===== src/rtl/uart_rx_pkg.sv =====
// Shared definitions for the UART receive path: frame geometry, FSM states,
// and a counter-width helper.
package uart_rx_pkg;

    localparam int unsigned UartDataBits = 8;

    typedef enum logic [2:0] {
        StIdle  = 3'd0,
        StStart = 3'd1,
        StData  = 3'd2,
        StStop  = 3'd3,
        StBreak = 3'd4
    } rx_state_e;

    // Keep at least one bit, even for degenerate divider values.
    function automatic int unsigned cnt_width(input int unsigned clks);
        return (clks > 1) ? $clog2(clks) : 1;
    endfunction

endpackage


===== src/rtl/uart_sync2.sv =====
// Generic two-flop synchroniser for an asynchronous input pin; both flops take
// RESET_VAL on reset.
module uart_sync2 #(
    parameter logic RESET_VAL = 1'b1
) (
    input  logic clk,
    input  logic rst,
    input  logic d_i,
    output logic q_o
);

    logic meta_q;
    logic sync_q;

    always_ff @(posedge clk) begin
        if (rst) begin
            meta_q <= RESET_VAL;
            sync_q <= RESET_VAL;
        end else begin
            meta_q <= d_i;
            sync_q <= meta_q;
        end
    end

    assign q_o = sync_q;

endmodule


===== src/rtl/uart_rx.sv =====
// 8N1 UART receiver: synchronises rx, finds the start edge, samples each bit at
// mid-bit and emits one-cycle valid / frame-error strobes.
module uart_rx
    import uart_rx_pkg::*;
#(
    parameter int unsigned CLKS_PER_BIT = 16
) (
    input  logic                    clk,
    input  logic                    rst,
    input  logic                    rx,
    output logic [UartDataBits-1:0] rx_data,
    output logic                    rx_valid,
    output logic                    rx_frame_err,
    output logic                    rx_busy
);

    localparam int unsigned     CntW    = cnt_width(CLKS_PER_BIT);
    localparam logic [CntW-1:0] HalfCnt = CntW'(CLKS_PER_BIT / 2);
    localparam logic [CntW-1:0] LastCnt = CntW'(CLKS_PER_BIT - 1);
    localparam logic [CntW-1:0] CntOne  = CntW'(1);

    logic                    rx_s;
    rx_state_e               state_q;
    logic [CntW-1:0]         cnt_q;
    logic [2:0]              bidx_q;
    logic [UartDataBits-1:0] shift_q;
    logic [UartDataBits-1:0] data_q;
    logic                    valid_q;
    logic                    ferr_q;

    uart_sync2 #(
        .RESET_VAL (1'b1)
    ) u_sync (
        .clk (clk),
        .rst (rst),
        .d_i (rx),
        .q_o (rx_s)
    );

    always_ff @(posedge clk) begin
        if (rst) begin
            state_q <= StIdle;
            cnt_q   <= '0;
            bidx_q  <= '0;
            shift_q <= '0;
            data_q  <= '0;
            valid_q <= 1'b0;
            ferr_q  <= 1'b0;
        end else begin
            valid_q <= 1'b0;
            ferr_q  <= 1'b0;
            unique case (state_q)
                StIdle: begin
                    // The first low sample is already sample 0 of the start bit.
                    if (!rx_s) begin
                        state_q <= StStart;
                        cnt_q   <= CntOne;
                    end
                end
                StStart: begin
                    if (cnt_q == HalfCnt) begin
                        cnt_q <= '0;
                        if (!rx_s) begin
                            state_q <= StData;
                            bidx_q  <= '0;
                        end else begin
                            state_q <= StIdle;
                        end
                    end else begin
                        cnt_q <= cnt_q + CntOne;
                    end
                end
                StData: begin
                    if (cnt_q == LastCnt) begin
                        shift_q[bidx_q] <= rx_s;
                        cnt_q           <= '0;
                        if (bidx_q == 3'd7) begin
                            state_q <= StStop;
                        end else begin
                            bidx_q <= bidx_q + 3'd1;
                        end
                    end else begin
                        cnt_q <= cnt_q + CntOne;
                    end
                end
                StStop: begin
                    if (cnt_q == LastCnt) begin
                        cnt_q <= '0;
                        if (rx_s) begin
                            data_q  <= shift_q;
                            valid_q <= 1'b1;
                            state_q <= StIdle;
                        end else begin
                            ferr_q  <= 1'b1;
                            state_q <= StBreak;
                        end
                    end else begin
                        cnt_q <= cnt_q + CntOne;
                    end
                end
                StBreak: begin
                    // A held-low line must not look like a stream of start bits.
                    if (rx_s) begin
                        state_q <= StIdle;
                    end
                end
                default: begin
                    state_q <= StIdle;
                end
            endcase
        end
    end

    assign rx_data      = data_q;
    assign rx_valid     = valid_q;
    assign rx_frame_err = ferr_q;
    assign rx_busy      = (state_q != StIdle);

endmodule

===== config.mk =====
export PLATFORM = sky130hd
export DESIGN_NAME = uart_rx
export DESIGN_NICKNAME = d
export VERILOG_FILES = /design/src/rtl/uart_rx_pkg.sv /design/src/rtl/uart_sync2.sv /design/src/rtl/uart_rx.sv
export SDC_FILE = /design/constraint.sdc
export NUM_CORES = 1
export LEC_CHECK = 0
export ABC_AREA = 1
export BUFFER_PORTS_ARGS = -buffer_cell sky130_fd_sc_hd__clkbuf_2
export CORE_UTILIZATION = 55
export CTS_BUF_LIST = sky130_fd_sc_hd__clkbuf_8
export CTS_CLUSTER_DIAMETER = 60
export DETAILED_ROUTE_END_ITERATION = 12
export GPL_TIMING_DRIVEN = 0
export PLACE_DENSITY = 0.84
export RECOVER_POWER = 50
export SLEW_MARGIN = 20
export SYNTH_ARGS = -nofsm -noshare
export SYNTH_HDL_FRONTEND = slang
export SYNTH_SLANG_ARGS = --single-unit
export TNS_END_PERCENT = 10

===== constraint.sdc =====
create_clock -name clk -period 1.6 [get_ports clk]
set_input_delay 0.16 -clock clk [delete_from_list [all_inputs] [get_ports clk]]
set_output_delay 0.16 -clock clk [all_outputs]
set_load 0.005 [all_outputs]

=== Yosys cells after proc, flatten, opt, wreduce, memory -nomap -nowiden ===
Cells that the tools add are included.

* Bits in registers: 30
* Memory bits (writable): 0
* Memories kept: 0
* Word-level logic and storage cells: 65
* Output and inout port bits: 11
* Bits in latches: 0
* Memory bits (read-only): 0

* Bitwise gates (word level): 2
* Order comparisons: 2
* Equality and inequality tests: 15
* Shift operators: 0
* Add/sub/neg operators: 2
* Divide/modulo/power cells: 0
* Reductions and logical operators: 12
* Multipliers: 0
* Multiplexer cells: 23

{| class="wikitable"
|+ Operators by type and width
! operator !! number
|-
| 3-bit 2-to-1 mux || 11
|-
| 3-bit one-hot mux with 5 select lines || 1
|-
| 2-bit != test (second input constant) || 7
|-
| 4-bit 2-to-1 mux || 3
|-
| 4-bit one-hot mux with 3 select lines || 1
|-
| 8-bit bitwise mux || 1
|-
| 4-bit == test (second input constant) || 2
|-
| 3-bit by 2-bit == test with 1-bit output (second input constant) || 2
|-
| 3-bit == test (second input constant) || 2
|-
| 3-bit one-hot mux with 2 select lines || 1
|-
| 6-bit AND reduction || 1
|-
| 3-bit nonzero test || 2
|-
| 5-bit AND reduction || 1
|-
| 4-bit by 1-bit adder with 4-bit output (second input constant) || 1
|-
| 3-bit by 4-bit less-than comparator with 1-bit output (second input constant) || 1
|-
| 2-bit AND reduction || 2
|-
| 3-bit by 1-bit adder with 3-bit output (second input constant) || 1
|-
| 1-bit demux with 3-bit select || 1
|-
| 3-bit by 1-bit == test with 1-bit output (second input constant) || 1
|-
| 3-bit by 1-bit >= comparator with 1-bit output (second input constant) || 1
|-
| 3-bit zero test || 1
|-
| 1-bit 2-to-1 mux || 3
|-
| 3-bit AND reduction || 1
|-
| 3-bit OR reduction || 1
|-
| 6 further kinds || 7
|}

=== Logic depth before layout (Yosys ltp) ===
* Depth in word-level cells: 5
* Gate-level depth with buffers: 10

=== Cells and area by module ===
A second synthesis with hierarchy kept.

* Cells, all modules: 205
* Area total of the unflattened synthesis: 1460.2 µm²

{| class="wikitable"
|+ By module, submodules not included
! module !! instances !! cells each !! sequential area each (µm²) !! area each (µm²)
|-
| uart_rx || 1 || 198 || 560.5 || 1401.3
|-
| uart_sync2 || 1 || 7 || 40.0 || 58.8
|}

=== Worst setup path after synthesis ===
No wires, ideal clock.

* Path kind: reg2reg
* Start point: register bidx_q[0]
* End point: register state_q[0]
* Path buffers: 0
* Data arrival time: 1273 ps
* Cell stages (with the launch flop): 10
* Slack: 214 ps
* Setup time: 113 ps
* Data required time: 1487 ps
* Clock period less this slack: 1386 ps
* Cells stage by stage: dfxtp_1 ha_1 ha_1 inv_1 nand3_1 nand2_1 nor2_2 nand2_2 o21ai_1 inv_1

* Longest elaborated chain between the ends: 3

{| class="wikitable"
|+ Ends and longest elaborated chain
! what !! RTL line !! source
|-
| from (decl) || uart_rx.sv:25 || <nowiki>logic [2:0] bidx_q;</nowiki>
|-
| from (signal assigned) || uart_rx.sv:80 || <nowiki>bidx_q <= bidx_q + 3'd1;</nowiki>
|-
| 3-bit == test || uart_rx.sv:77 || <nowiki>if (bidx_q == 3'd7) begin</nowiki>
|-
| 2-bit != test (no line) || n/a ||
|-
| 6-bit AND reduction (no line) || n/a ||
|-
| to (signal assigned) || uart_rx.sv:78 || <nowiki>state_q <= StStop;</nowiki>
|-
| to (signal assigned) || uart_rx.sv:92 || <nowiki>state_q <= StIdle;</nowiki>
|-
| to (signal assigned) || uart_rx.sv:95 || <nowiki>state_q <= StBreak;</nowiki>
|-
| to (decl) || uart_rx.sv:23 || <nowiki>rx_state_e state_q;</nowiki>
|}

No other way between the ends.
A chain may end at the register's enable or synchronous reset.

=== Worst setup path in the final report ===
* Start point: register cnt_q[1]
* End point: register shift_q[7]

* Longest elaborated chain between the ends: 2

{| class="wikitable"
|+ Ends and longest elaborated chain
! what !! RTL line !! source
|-
| from (decl) || uart_rx.sv:24 || <nowiki>logic [CntW-1:0] cnt_q;</nowiki>
|-
| from (signal assigned) || uart_rx.sv:57 || <nowiki>cnt_q <= CntOne;</nowiki>
|-
| from (signal assigned) || uart_rx.sv:70 || <nowiki>cnt_q <= cnt_q + CntOne;</nowiki>
|-
| from (signal assigned) || uart_rx.sv:83 || <nowiki>cnt_q <= cnt_q + CntOne;</nowiki>
|-
| 4-bit == test || uart_rx.sv:74 || <nowiki>if (cnt_q == LastCnt) begin</nowiki>
|-
| 2-bit AND reduction (no line) || n/a ||
|-
| to (signal, indexed assignment) || uart_rx.sv:75 || <nowiki>shift_q[bidx_q] <= rx_s;</nowiki>
|-
| to (decl) || uart_rx.sv:26 || <nowiki>logic [UartDataBits-1:0] shift_q;</nowiki>
|}

No other way between the ends.

==> run_results.csv <==
group,metric,value,unit
clock_network,htree_num_levels,2,
worst_setup_path,cp.required,1.78,ns
timing,fin_ws,0.126,ns
routing,first_iter_violations,31,
placement,io_buffers,13,
worst_setup_path,worstSetupEndpointType,"register",
floorplanning,dieWidth,54.5,microns
synth,async_flop_share,0,%
global_route,groute.usage.overall,22.6,%
clock_network,cts_setup_buffers,0,
cells_and_area,area_delta_synth_final,12.4,%
synth,synth_top_flop_cell,"dfxtp_1",
floorplanning,die_h,54.5,microns
global_route,grt_max_degree,11,
worst_setup_path,startpoint_type,"register",
floorplanning,initial_utilization,59.5,%
global_route,grt-ovfl-total,0,
routing,vias,1335,
timing,worst_pin_slew,0.460,ns
cells_and_area,final_core_util,66.9,%
worst_setup_path,reg2reg_slack,0.13,ns
synth,avgSynthCellArea,7.11,sq um
routing,post-route-drc-count,0,
timing,slew_viol_final,0,
timing,fin_crit,1.47,ns
routing,wirelength,2840,microns
cells_and_area,seq_area,606,sq um
synth,synthCells,213,
synth,ys_ff_latch,30,
routing,ant_nets,0,
worst_setup_path,crit_type,"reg2reg",
clock_network,cts-root-buf,"clkbuf_8",
synth,syn_area,1510,sq um
clock_network,cts_buffer_depth,2,
placement,place_ws,0.0611,ns
timing,tns,0,ns
pwr,p_leak,0.706,nW
routing,post_drt_wl_per_cell,10.8,microns
global_route,grt_pass1_vias,1061,
timing,fmax,0.678,GHz
timing,finalSetupViolCount,0,
timing,maxSlewHeadroom,69.4,%
placement,placed_area,1620,sq um
routing,firstDrtPassIters,4,
cells_and_area,final_area,1700,sq um
clock_network,cts_made_buffers,5,
timing,timing.final.crit_share,92.2,%
timing,rsz0062_at_grt,"no",
cells_and_area,multi_input_comb_area,772,sq um
clock_network,cts_sinks,30,
outcome,outcome,"finished clean",
floorplanning,core.rowCount,18,
synth,ys_seq_area_share,39.7,%
clock_network,clk_pin_slew,0.06,ns
cells_and_area,fill_cells,232,
pwr,irDropWorstVdd,1270,uV
cells_and_area,final_nets,240,
synth,synth-warning-count,0,
worst_setup_path,crit_fanout,8,
synth,syn_nets,220,
cells_and_area,antenna_cells,0,
worst_setup_path,cp_data_arrival_time,1.66,ns
pwr,powerDensity,1340,nW/um^2
synth,synth_cell_type_count,27,
global_route,grt_pass1_wl,4620,microns
pwr,total_power,2.29,mW
floorplanning,io_pins,14,
cells_and_area,mostFrequentLayoutCell,"nor2_1",
synth,synth_edf_count,0,
floorplanning,core_area,2540,sq um
cells_and_area,final_cell_mix,"nor2_1 (41), nand2_1 (38), dfxtp_1 (28), inv_1 (20)",
clock_network,cts_tree,"yes",
clock_network,clkLatencyLatePin,0.28,ns
min_path,hold_class,"in2reg",
floorplanning,die_area,2970,sq um
cells_and_area,drive_gt1_share,15.9,%
routing,vias_per_cell,5.08,
global_route,grt_antenna_before_repair,0,
placement,routabilityCongestion,0.821,
placement,hpwl,2120,microns
timing,hold_viol_final,0,
job,drv_cap,0,
timing,finalClockSkew,0.00326,ns
cells by family (layout without fill, tap and decap cells):
| logic type | count (synthesis) | count (layout) | synth area share (%) |
|---|---|---|---|
| buffers and inverters | 28 | 48 | 8.18 |
| flip-flops | 30 | 30 | 39.7 |
| adder cells (fa/ha/maj) | 4 | 4 | 3.31 |
| AND/OR/NAND/NOR | 114 | 114 | 35.9 |
| AO/OA/AOI/OAI | 37 | 37 | 13.0 |
report_power, final:
| group | leakage, nW | internal (mW) | switching [mW] |
|---|---|---|---|
| Sequential | 0.244 | 0.793 | 0.0446 |
| Clock | 0.0573 | 0.497 | 0.268 |
| Combinational | 0.404 | 0.235 | 0.448 |
synthesized netlist by cell type, types with 2 or more instances:
library cell   n  area (sq um)
a21oi_2        2          17.5
nand2_1       38           143
inv_1         21          78.8
nor2_1        38           143
nor3_1         3          15.0
nor2_4         2          22.5
a21oi_1       15          75.1
dfxtp_1       30           601
or2_2          3          18.8
o21ai_1        4          20.0
nand2_2        4          25.0
ha_1           4          50.1
nand3_4        2          35.0
nor2_2         6          37.5
o21ai_0       15          75.1
nand4_1        5          31.3
nand3_1       11          55.1
path summary, 6_finish.rpt:
check,cells past startpoint,from,endpoint
hold / removal,2,rx,u_sync.meta_q$_SDFF_PP1_
setup / recovery,8,cnt_q[1]$_SDFFE_PP0P_,shift_q[7]$_SDFFE_PP0P_
setup reg to reg,8,cnt_q[1]$_SDFFE_PP0P_,shift_q[7]$_SDFFE_PP0P_
hold reg to reg,1,u_sync.meta_q$_SDFF_PP1_,u_sync.q_o$_SDFF_PP1_
final cells by class:
class                      instances  share of cell area, %
multi-input combinational        155                   45.4
sequential                        30                   35.6
inverter                          23                   5.37
clock buffer                       6                   4.85
timing repair buffer              13                   3.09
tap                               30                   2.21
clock inverter                     1                   1.76
buffer                             5                   1.76
routing by layer:
layer	track usage [%]	vias up	wire, microns
li1	-	732	-
met1	29.6	577	1430
met2	33.1	19	1260
met3	6.67	7	92
met4	11.5	0	56
met5	0	-	0
registers in the layout (all words and copies together), names as in the netlist:
register       cells
rx_frame_err       1
shift_q            8
rx_data            8
state_q            3
rx_valid           1
cnt_q              4
u_sync.meta_q      1
u_sync.q_o         1
bidx_q             3
through the flow:
stage	hold WS, ns	cells
after floorplan	0.264	213
after detailed placement	0.355	256
after global routing	0.0607	263
after global placement	0.346	256
after CTS	0.0609	263
final	0.0621	263
worst max-delay path: stages, from the launching register on:
cell and delay (ns):
dfxtp_1 0.35, ha_1 0.24, nand3_4 0.15, nor2_1 0.23, nand2_2 0.13, inv_1 0.09
nand3_1 0.06, nand2_1 0.08, a21oi_2 0.03
repair_timing:
item                       4_1_cts  5_1_grt
gates resized for setup          0        4
hold buffers                     0        0
setup endpoints to repair        0        7
No activity file was read; power rests on OpenSTA's default activity.
